===== src/rtl/timer_ctrl_if.sv =====
// Signal bundle between the timer control sequencer and the board/digit chain.
// Inputs are raw board levels or cnt_zero; outputs are registered one-cycle strobes and levels.
interface timer_ctrl_if;
    // No valid/ready pairs: every strobe is a single-cycle pulse that the digit chain
    // must consume in the cycle it is high, and no backpressure exists.
    logic       btn_start;
    logic       btn_plus;
    logic       sw_preset;
    logic       cnt_zero;
    logic       tick_en;
    logic       load_preset;
    logic       preset_inc;
    logic       alarm;
    logic       blank;
    logic [2:0] state;

    modport master (
        input  btn_start, btn_plus, sw_preset, cnt_zero,
        output tick_en, load_preset, preset_inc, alarm, blank, state
    );

    modport slave (
        output btn_start, btn_plus, sw_preset, cnt_zero,
        input  tick_en, load_preset, preset_inc, alarm, blank, state
    );
endinterface


===== src/rtl/timer_ctrl_fsm.sv =====
// Stopwatch/countdown control sequencer: input sync + debounce, IDLE/PRESET/RUN/PAUSE/ALARM
// FSM, and the tick/load/increment strobes plus alarm/blink outputs for the digit chain.
module timer_ctrl_fsm #(
    parameter int TICK_DIV    = 5000000,
    parameter int DEB_CYCLES  = 1000000,
    parameter int ALARM_TICKS = 50,
    parameter int BLINK_TICKS = 5
) (
    input logic          clk_org,
    input logic          reset,
    timer_ctrl_if.master bus
);
    localparam int PW = (TICK_DIV    > 1) ? $clog2(TICK_DIV)    : 1;
    localparam int DW = (DEB_CYCLES  > 1) ? $clog2(DEB_CYCLES)  : 1;
    localparam int AW = (ALARM_TICKS > 1) ? $clog2(ALARM_TICKS) : 1;
    localparam int BW = (BLINK_TICKS > 1) ? $clog2(BLINK_TICKS) : 1;
    localparam logic [PW-1:0] PRESC_TERM = PW'(TICK_DIV - 1);
    localparam logic [DW-1:0] DEB_TERM   = DW'(DEB_CYCLES - 1);
    localparam logic [AW-1:0] ALARM_TERM = AW'(ALARM_TICKS - 1);
    localparam logic [BW-1:0] BLINK_TERM = BW'(BLINK_TICKS - 1);

    typedef enum logic [2:0] {
        IDLE   = 3'd0,
        PRESET = 3'd1,
        RUN    = 3'd2,
        PAUSE  = 3'd3,
        ALARM  = 3'd4
    } state_t;

    // Index 0 = start button, index 1 = plus button (both active-low).
    logic [1:0]    btn_s1, btn_s2, btn_deb, btn_evt;
    logic [DW-1:0] deb_cnt [2];
    logic          sw_s1, sw_s2;
    logic          start_evt, plus_evt, sw_sync;

    // The switch synchronizer resets to 0 so a reset never forces a spurious PRESET visit.
    always_ff @(posedge clk_org or negedge reset) begin
        if (!reset) begin
            btn_s1     <= '1;
            btn_s2     <= '1;
            btn_deb    <= '1;
            btn_evt    <= '0;
            deb_cnt[0] <= '0;
            deb_cnt[1] <= '0;
            sw_s1      <= 1'b0;
            sw_s2      <= 1'b0;
        end else begin
            btn_s1 <= {bus.btn_plus, bus.btn_start};
            btn_s2 <= btn_s1;
            sw_s1  <= bus.sw_preset;
            sw_s2  <= sw_s1;
            for (int i = 0; i < 2; i++) begin
                btn_evt[i] <= 1'b0;
                if (btn_s2[i] == btn_deb[i]) begin
                    deb_cnt[i] <= '0;
                end else if (deb_cnt[i] == DEB_TERM) begin
                    deb_cnt[i] <= '0;
                    btn_deb[i] <= btn_s2[i];
                    btn_evt[i] <= ~btn_s2[i];
                end else begin
                    deb_cnt[i] <= deb_cnt[i] + 1'b1;
                end
            end
        end
    end

    assign start_evt = btn_evt[0];
    assign plus_evt  = btn_evt[1];
    assign sw_sync   = sw_s2;

    state_t        state_q, state_d;
    logic [PW-1:0] presc_q, presc_d, presc_nxt;
    logic [AW-1:0] acnt_q, acnt_d;
    logic [BW-1:0] blink_q, blink_d;
    logic          presc_wrap;
    logic          blank_q, blank_d, tick_q, tick_d, load_q, load_d;
    logic          inc_q, inc_d, alarm_q, alarm_d;

    assign presc_wrap = (presc_q == PRESC_TERM);
    assign presc_nxt  = presc_wrap ? '0 : presc_q + 1'b1;

    always_ff @(posedge clk_org or negedge reset) begin
        if (!reset) begin
            state_q <= IDLE;
            presc_q <= '0;
            acnt_q  <= '0;
            blink_q <= '0;
            blank_q <= 1'b0;
            tick_q  <= 1'b0;
            load_q  <= 1'b0;
            inc_q   <= 1'b0;
            alarm_q <= 1'b0;
        end else begin
            state_q <= state_d;
            presc_q <= presc_d;
            acnt_q  <= acnt_d;
            blink_q <= blink_d;
            blank_q <= blank_d;
            tick_q  <= tick_d;
            load_q  <= load_d;
            inc_q   <= inc_d;
            alarm_q <= alarm_d;
        end
    end

    always_comb begin
        state_d = state_q;
        presc_d = presc_q;
        acnt_d  = acnt_q;
        blink_d = blink_q;
        blank_d = blank_q;
        load_d  = 1'b0;
        inc_d   = 1'b0;
        case (state_q)
            IDLE: begin
                if (sw_sync) begin
                    state_d = PRESET;
                end else if (start_evt && !bus.cnt_zero) begin
                    state_d = RUN;
                    presc_d = '0;
                end
            end
            PRESET: begin
                inc_d = plus_evt;
                if (!sw_sync) begin
                    state_d = IDLE;
                    load_d  = 1'b1;
                end
            end
            RUN: begin
                presc_d = presc_nxt;
                // ALARM starts with a fresh prescaler so its tick cadence is phase-independent.
                if (bus.cnt_zero) begin
                    state_d = ALARM;
                    presc_d = '0;
                end else if (start_evt) begin
                    state_d = PAUSE;
                end
            end
            PAUSE: begin
                if (sw_sync) begin
                    state_d = PRESET;
                end else if (start_evt) begin
                    state_d = RUN;
                end
            end
            ALARM: begin
                presc_d = presc_nxt;
                if (start_evt || (presc_wrap && acnt_q == ALARM_TERM)) begin
                    state_d = IDLE;
                    load_d  = 1'b1;
                    presc_d = '0;
                    acnt_d  = '0;
                    blink_d = '0;
                    blank_d = 1'b0;
                end else if (presc_wrap) begin
                    acnt_d = acnt_q + 1'b1;
                    if (blink_q == BLINK_TERM) begin
                        blink_d = '0;
                        blank_d = ~blank_q;
                    end else begin
                        blink_d = blink_q + 1'b1;
                    end
                end
            end
            default: state_d = IDLE;
        endcase
        tick_d  = (state_d == RUN) && (presc_d == PRESC_TERM);
        alarm_d = (state_d == ALARM);
    end

    assign bus.tick_en     = tick_q;
    assign bus.load_preset = load_q;
    assign bus.preset_inc  = inc_q;
    assign bus.alarm       = alarm_q;
    assign bus.blank       = blank_q;
    assign bus.state       = state_q;
endmodule


===== src/flat_wrapper.sv =====
// flat-port wrapper written by rule: the top's interface ports become plain ports
module timer_ctrl_fsm_flat 
#(
    parameter int TICK_DIV    = 5000000,
    parameter int DEB_CYCLES  = 1000000,
    parameter int ALARM_TICKS = 50,
    parameter int BLINK_TICKS = 5
)
  (clk_org, reset, bus_btn_start, bus_btn_plus, bus_sw_preset, bus_cnt_zero, bus_tick_en, bus_load_preset, bus_preset_inc, bus_alarm, bus_blank, bus_state);
  timer_ctrl_if bus_i ();
  input logic clk_org;
  input logic reset;
  input wire logic [$bits(bus_i.btn_start)-1:0] bus_btn_start;
  input wire logic [$bits(bus_i.btn_plus)-1:0] bus_btn_plus;
  input wire logic [$bits(bus_i.sw_preset)-1:0] bus_sw_preset;
  input wire logic [$bits(bus_i.cnt_zero)-1:0] bus_cnt_zero;
  output wire logic [$bits(bus_i.tick_en)-1:0] bus_tick_en;
  output wire logic [$bits(bus_i.load_preset)-1:0] bus_load_preset;
  output wire logic [$bits(bus_i.preset_inc)-1:0] bus_preset_inc;
  output wire logic [$bits(bus_i.alarm)-1:0] bus_alarm;
  output wire logic [$bits(bus_i.blank)-1:0] bus_blank;
  output wire logic [$bits(bus_i.state)-1:0] bus_state;
  assign bus_i.btn_start = bus_btn_start;
  assign bus_i.btn_plus = bus_btn_plus;
  assign bus_i.sw_preset = bus_sw_preset;
  assign bus_i.cnt_zero = bus_cnt_zero;
  assign bus_tick_en = bus_i.tick_en;
  assign bus_load_preset = bus_i.load_preset;
  assign bus_preset_inc = bus_i.preset_inc;
  assign bus_alarm = bus_i.alarm;
  assign bus_blank = bus_i.blank;
  assign bus_state = bus_i.state;
  timer_ctrl_fsm #(.TICK_DIV(TICK_DIV), .DEB_CYCLES(DEB_CYCLES), .ALARM_TICKS(ALARM_TICKS), .BLINK_TICKS(BLINK_TICKS)) u_core (.clk_org(clk_org), .reset(reset), .bus(bus_i));
endmodule

===== config.mk =====
export PLATFORM = sky130hd
export DESIGN_NAME = timer_ctrl_fsm_flat
export DESIGN_NICKNAME = d
export VERILOG_FILES = /design/src/rtl/timer_ctrl_if.sv /design/src/rtl/timer_ctrl_fsm.sv /design/src/flat_wrapper.sv
export SDC_FILE = /design/constraint.sdc
export NUM_CORES = 1
export LEC_CHECK = 0
export BUFFER_PORTS_ARGS = -buffer_cell sky130_fd_sc_hd__buf_4
export CAP_MARGIN = 30
export CORE_MARGIN = 2
export CORE_UTILIZATION = 56
export DETAILED_ROUTE_END_ITERATION = 8
export PLACE_DENSITY = 0.85
export SYNTH_ARGS = -nofsm -noshare
export SYNTH_HDL_FRONTEND = slang
export SYNTH_SLANG_ARGS = --single-unit

===== constraint.sdc =====
create_clock -name clk_org -period 3.6 [get_ports clk_org]
set_input_delay 0.9 -clock clk_org [delete_from_list [all_inputs] [get_ports clk_org]]
set_output_delay 0.9 -clock clk_org [all_outputs]
set_load 0.02 [all_outputs]

## Yosys cells after proc, flatten, opt, wreduce, memory -nomap -nowiden

Index checks and enable logic that the tools add are counted.

| word-level totals | value |
|---|---|
| bits in registers | 90 |
| input port bits | 6 |
| output and inout port bits | 8 |
| word-level logic and storage cells | 89 |

| cells by class | value |
|---|---|
| $add $sub $neg | 5 |
| eq/ne operators | 14 |
| muxes and demuxes | 35 |
| bitwise operators | 5 |
| reduce and logical (&&, ||, !) cells | 12 |

Operators by type and width:

| kind | number |
|---|---|
| 2-to-1 mux 23 bit | 5 |
| 2-to-1 mux 20 bit | 4 |
| one-hot mux 23 bit (3 select lines) | 1 |
| equality test 23 bit (second input constant) | 2 |
| adder 20 x 1 -> 20 bit (second input constant) | 2 |
| equality test 20 bit (second input constant) | 2 |
| 2-to-1 mux 3 bit | 11 |
| adder 23 x 1 -> 23 bit (second input constant) | 1 |
| one-hot mux 3 bit (5 select lines) | 1 |
| 2-to-1 mux 6 bit | 2 |
| 2-to-1 mux 1 bit | 10 |
| equality test 3 x 2 -> 1 bit (second input constant) | 3 |
| equality test 3 bit (second input constant) | 3 |
| adder 6 x 1 -> 6 bit (second input constant) | 1 |
| equality test 6 bit (second input constant) | 1 |
| AND reduction 2 bit | 3 |
| inverter 1 bit | 5 |
| nonzero test 2 bit | 2 |
| adder 3 x 1 -> 3 bit (second input constant) | 1 |
| equality test 3 x 1 -> 1 bit (second input constant) | 1 |
| logical AND 1 bit | 3 |
| logical NOT 3 bit | 1 |
| AND reduction 3 bit | 1 |
| equality test 1 bit | 2 |
| other kinds (3) | 3 |

## Logic depth before layout (Yosys ltp)

| logic depth | value |
|---|---|
| depth after elaboration | 7 |
| depth in mapped cells | 9 |
| mapped depth without buffers | 9 |

## Worst setup path before layout

No wires, ideal clock.

| timing path | value |
|---|---|
| path kind | input port to flip-flop |
| start point | in bus_cnt_zero |
| end point | reg u_core.tick_q (netlist: u_core.bus.tick_en) |
| setup time | 0.096 ns |
| arrival time | 2.519 ns |
| required time | 3.504 ns |
| setup slack | 0.985 ns |
| cell stages on the path | 7 |
| buffers on the path | 1 |
| cells stage by stage | nor3b_1 > o31ai_2 > dlymetal6s2s_1 > nand2_1 > a221o_1 > a211o_1 > nor4_2 |

| between the ends | value |
|---|---|
| cells in the longest elaborated chain, start to end | 7 |
| elaborated cells between the ends (all ways) | 13 |
| classes of those cells | 2 x eq/ne; 8 x mux; 3 x reduce/logical |

RTL lines:

| item | RTL line | RTL |
|---|---|---|
| start: declaration | flat_wrapper.sv:16 | `input wire logic [$bits(bus_i.cnt_zero)-1:0] bus_cnt_zero;` |
| logical NOT 1 bit | timer_ctrl_fsm.sv:118 | `end else if (start_evt && !bus.cnt_zero) begin` |
| logical AND 1 bit | timer_ctrl_fsm.sv:118 |  |
| 2-to-1 mux 23 bit or 2-to-1 mux 3 bit (tied branches) | timer_ctrl_fsm.sv:118 |  |
| 2-to-1 mux 23 bit or 2-to-1 mux 3 bit (tied branches) | timer_ctrl_fsm.sv:116 | `if (sw_sync) begin` |
| one-hot mux 23 bit (3 select lines) or one-hot mux 3 bit (5 select lines) (tied branches) | timer_ctrl_fsm.sv:114 | `case (state_q)` |
| equality test 23 bit or equality test 3 x 2 -> 1 bit (tied branches) | timer_ctrl_fsm.sv:168 | `tick_d = (state_d == RUN) && (presc_d == PRESC_TERM);` |
| logical AND 1 bit (*) | timer_ctrl_fsm.sv:168 |  |
| net u_core.tick_d | timer_ctrl_fsm.sv:76 | `logic blank_q, blank_d, tick_q, tick_d, load_q, load_d;` |
| end signal: assignment | timer_ctrl_fsm.sv:99 | `tick_q <= tick_d;` |
| end: declaration | timer_ctrl_fsm.sv:76 |  |

Mark *: on every way through the listed nets, which the timed path passes. The rest lies on a longest branch.
A chain may end at the register's enable or synchronous reset.

## Final worst setup path

| timing path | value |
|---|---|
| start point | reg u_core.state_q[2] (netlist: u_core.bus.state[2]) |
| end point | reg u_core.tick_q (netlist: u_core.bus.tick_en) |

| between the ends | value |
|---|---|
| cells in the longest elaborated chain, start to end | 5 |
| elaborated cells between the ends (all ways) | 18 |
| classes of those cells | 6 x eq/ne; 10 x mux; 2 x reduce/logical |

RTL lines:

| item | RTL line | RTL |
|---|---|---|
| start: declaration | timer_ctrl_fsm.sv:71 | `state_t state_q, state_d;` |
| start signal: assignment | timer_ctrl_fsm.sv:94 | `state_q <= state_d;` |
| parallel branches: the longest is 4 deep, another holds one-hot mux 23 bit (3 select lines) | -- |  |
| logical AND 1 bit (*) | timer_ctrl_fsm.sv:168 |  |
| net u_core.tick_d | timer_ctrl_fsm.sv:76 |  |

Mark *: on every way through the listed nets, which the timed path passes.

==> results.cfg <==
[sta]
fin_skew_ps = 9.112
slew_violations = 0
rsz0062_at_grt = false
period_needed_ps = 3111
period_share = 0.8640
setup_viol = 0
hold_ws_ps = 363.1
hold_viol = 0
slew_headroom = 0.5251
finalSetupTns_ps = 0
worst_pin_slew_ps = 705.9
fmax_mhz = 321.5

[cells_and_area]
final_cell_mix = dfrtp_1 (84), nor2_1 (59), nand3_1 (36)
instances_no_fill = 601
areaGrowthSynthToFinish_pct = 7.684
post-route-util = 0.6210
drive_above_1_share = 0.1210
diodes = 0
final_common_cell = dfrtp_1
nets = 504

[worst_hold_path]
min_path_type = flop to flop

[clock_tree]
clockBufferDepth = 2
holdBufCountCts = 0
htree_num_levels = 3
post_cts_buffers = 0
path_clk_slew_ps = 90
cts_tree = yes
cts-resized-gates = 0
cts_buffers = 9
clkSinkCount = 90
root_buffer = clkbuf_8
clock_latency_ps = 360

[run]
cap_viol_max_count = 0

[placement]
dp_hpwl_um = 6860
dp.cells = 585
finalWeightedCongestion = 0.9297
io_buffers = 13

[synth]
synth_warnings = 0
yosys_register_bits = 90
yosysUniqueCellTypes = 76
seq_area_frac_synth = 0.4769
syn_inst = 481
async_reset_ff_frac = 1.000
yosys_most_used_dff = dfrtp_1
synth_edf_count = 0
syn-num-nets = 494
syn_area_per_cell_um2 = 9.851
netlist_area_um2 = 4738

[detailed_routing]
wl_per_cell_um = 16.19
vias = 3682
firstDrtPassIters = 5
drc = 0
first_iter_violations = 273
drt_wl_total_um = 9733
vias_per_cell = 6.126
final_antenna_net_count = 0

[grt]
grt_pass1_vias = 3697
grt_pass1_wl_um = 17090
grt.total_usage = 0.2371
antenna_found_initial = 0
grt_max_degree = 51
grt-ovfl-total = 0

[power]
sw_frac_of_total = 0.2466
pwr-share-clk = 0.374
p_switching_w = 0.0004274
power.total_w = 0.001733
p_comb_frac = 0.031
pwr-share-seq = 0.595
irDropWorstVdd_mv = 0.2884
power.leakage_nw = 2.227
powerDensity_nw_per_um2 = 339.7
power.internal_w = 0.001306

[worst_setup_path]
worstReg2RegStart = u_core.bus.state[2]
required_ps = 3870
arrival_ps = 3380
r2r_end = u_core.bus.tick_en
path_class = flop to flop
critPathCaptureType = flop
cp_max_fo = 15
critPathLaunch = u_core.bus.state[2]
ff2ff_path_depth = 7
r2r_slack_ps = 490
crit_path_start_kind = flop
cp-endpoint = u_core.bus.tick_en

[floorplanning]
initial_utilization = 0.5767
rows = 33
coreArea_um2 = 8217
die_x_um = 95.99
die-area_um2 = 9213
pin_count = 14
fp.dieH_um = 95.99

[status]
status = finished, final reports clean
## metrics by stage
step	setup slack [ps]	instance area [um2]
4_1_cts	552.6	5102
3_5_place_dp	317.0	4920
5_1_grt	244.9	5102
2_1_floorplan	985.2	4738
6_report	489.5	5102
3_3_place_gp	505.8	4892
## registers in the layout, summed over array words and instances, names as in the netlist, 2 cells and up
register          flops
u_core.deb_cnt       40
u_core.presc_q       23
u_core.acnt_q         6
u_core.blink_q        3
u_core.bus.state      3
u_core.btn_deb        2
u_core.btn_evt        2
u_core.btn_s1         2
u_core.btn_s2         2
## cell type report
class                      count  area, um2
clock buffer                  10      127.6
clock inverter                 6      55.05
fill                         659       3114
inverter                      14      52.55
multi-input combinational    360       2336
sequential                    90       2260
tap                          105      131.4
timing repair buffer          16      140.1
## routing by layer
layer	track usage	vias up	part of all wire
met5	0	-	0
li1	-	1742	-
met3	0.05325	28	0.054
met4	0.09286	0	0.025
met2	0.3837	126	0.49
met1	0.3109	1786	0.43
## power by group through the flow
stage	Combinational, W	Clock (W)	Sequential, W
3_5_place_dp	0.0000548	0	0.00105
3_3_place_gp	0.0000489	0	0.00105
5_1_grt	0.0000625	0.000710	0.00103
6_report	0.0000530	0.000649	0.00103
4_1_cts	0.0000553	0.000666	0.00103
2_1_floorplan	0.0000216	0	0.00105
## Yosys cell counts, drive strengths merged (7+ instances only)
cell,count,area share
or3,10,0.013
a21oi,16,0.018
nor4b,8,0.019
nand2,35,0.028
nor4,7,0.015
nand3,36,0.038
xnor2,16,0.030
nor3b,7,0.011
inv,14,0.011
o21ai,21,0.022
xor2,28,0.052
nand4,19,0.026
dfrtp,84,0.44
clkbuf,10,0.0079
and3,15,0.020
ha,7,0.018
nor2,59,0.047
## worst max-delay path, cell delays in order (launching register included)
cell and delay, ps:
dfrtp_1 640, nor4b_2 510, nor2_1 220, a21oi_2 540
o21ai_0 300, a221o_1 360, a211o_1 240, nor4_2 200
## cell families after synthesis
family | Yosys count | share of synthesized area
compound gates | 67 | 0.09929
flops | 90 | 0.4769
simple gates | 238 | 0.2849
xor+xnor | 44 | 0.08133
fa+ha+maj | 7 | 0.01848
mux | 4 | 0.008978
buf+inv | 31 | 0.03010
## worst min-delay path by stage
stage | start | cells after the start | slack (ps) | to
after detailed placement | u_core.btn_s1[0] | 0 | 350 | u_core.btn_s2[0]
after global routing | u_core.btn_s1[0] | 0 | 370 | u_core.btn_s2[0]
final | u_core.btn_s1[0] | 0 | 360 | u_core.btn_s2[0]
after floorplan | u_core.sw_s1 | 0 | 330 | u_core.sw_s2
after CTS | u_core.btn_s1[0] | 0 | 360 | u_core.btn_s2[0]
after global placement | u_core.btn_s1[0] | 0 | 350 | u_core.btn_s2[0]
No activity file was read; power rests on OpenSTA's default activity.
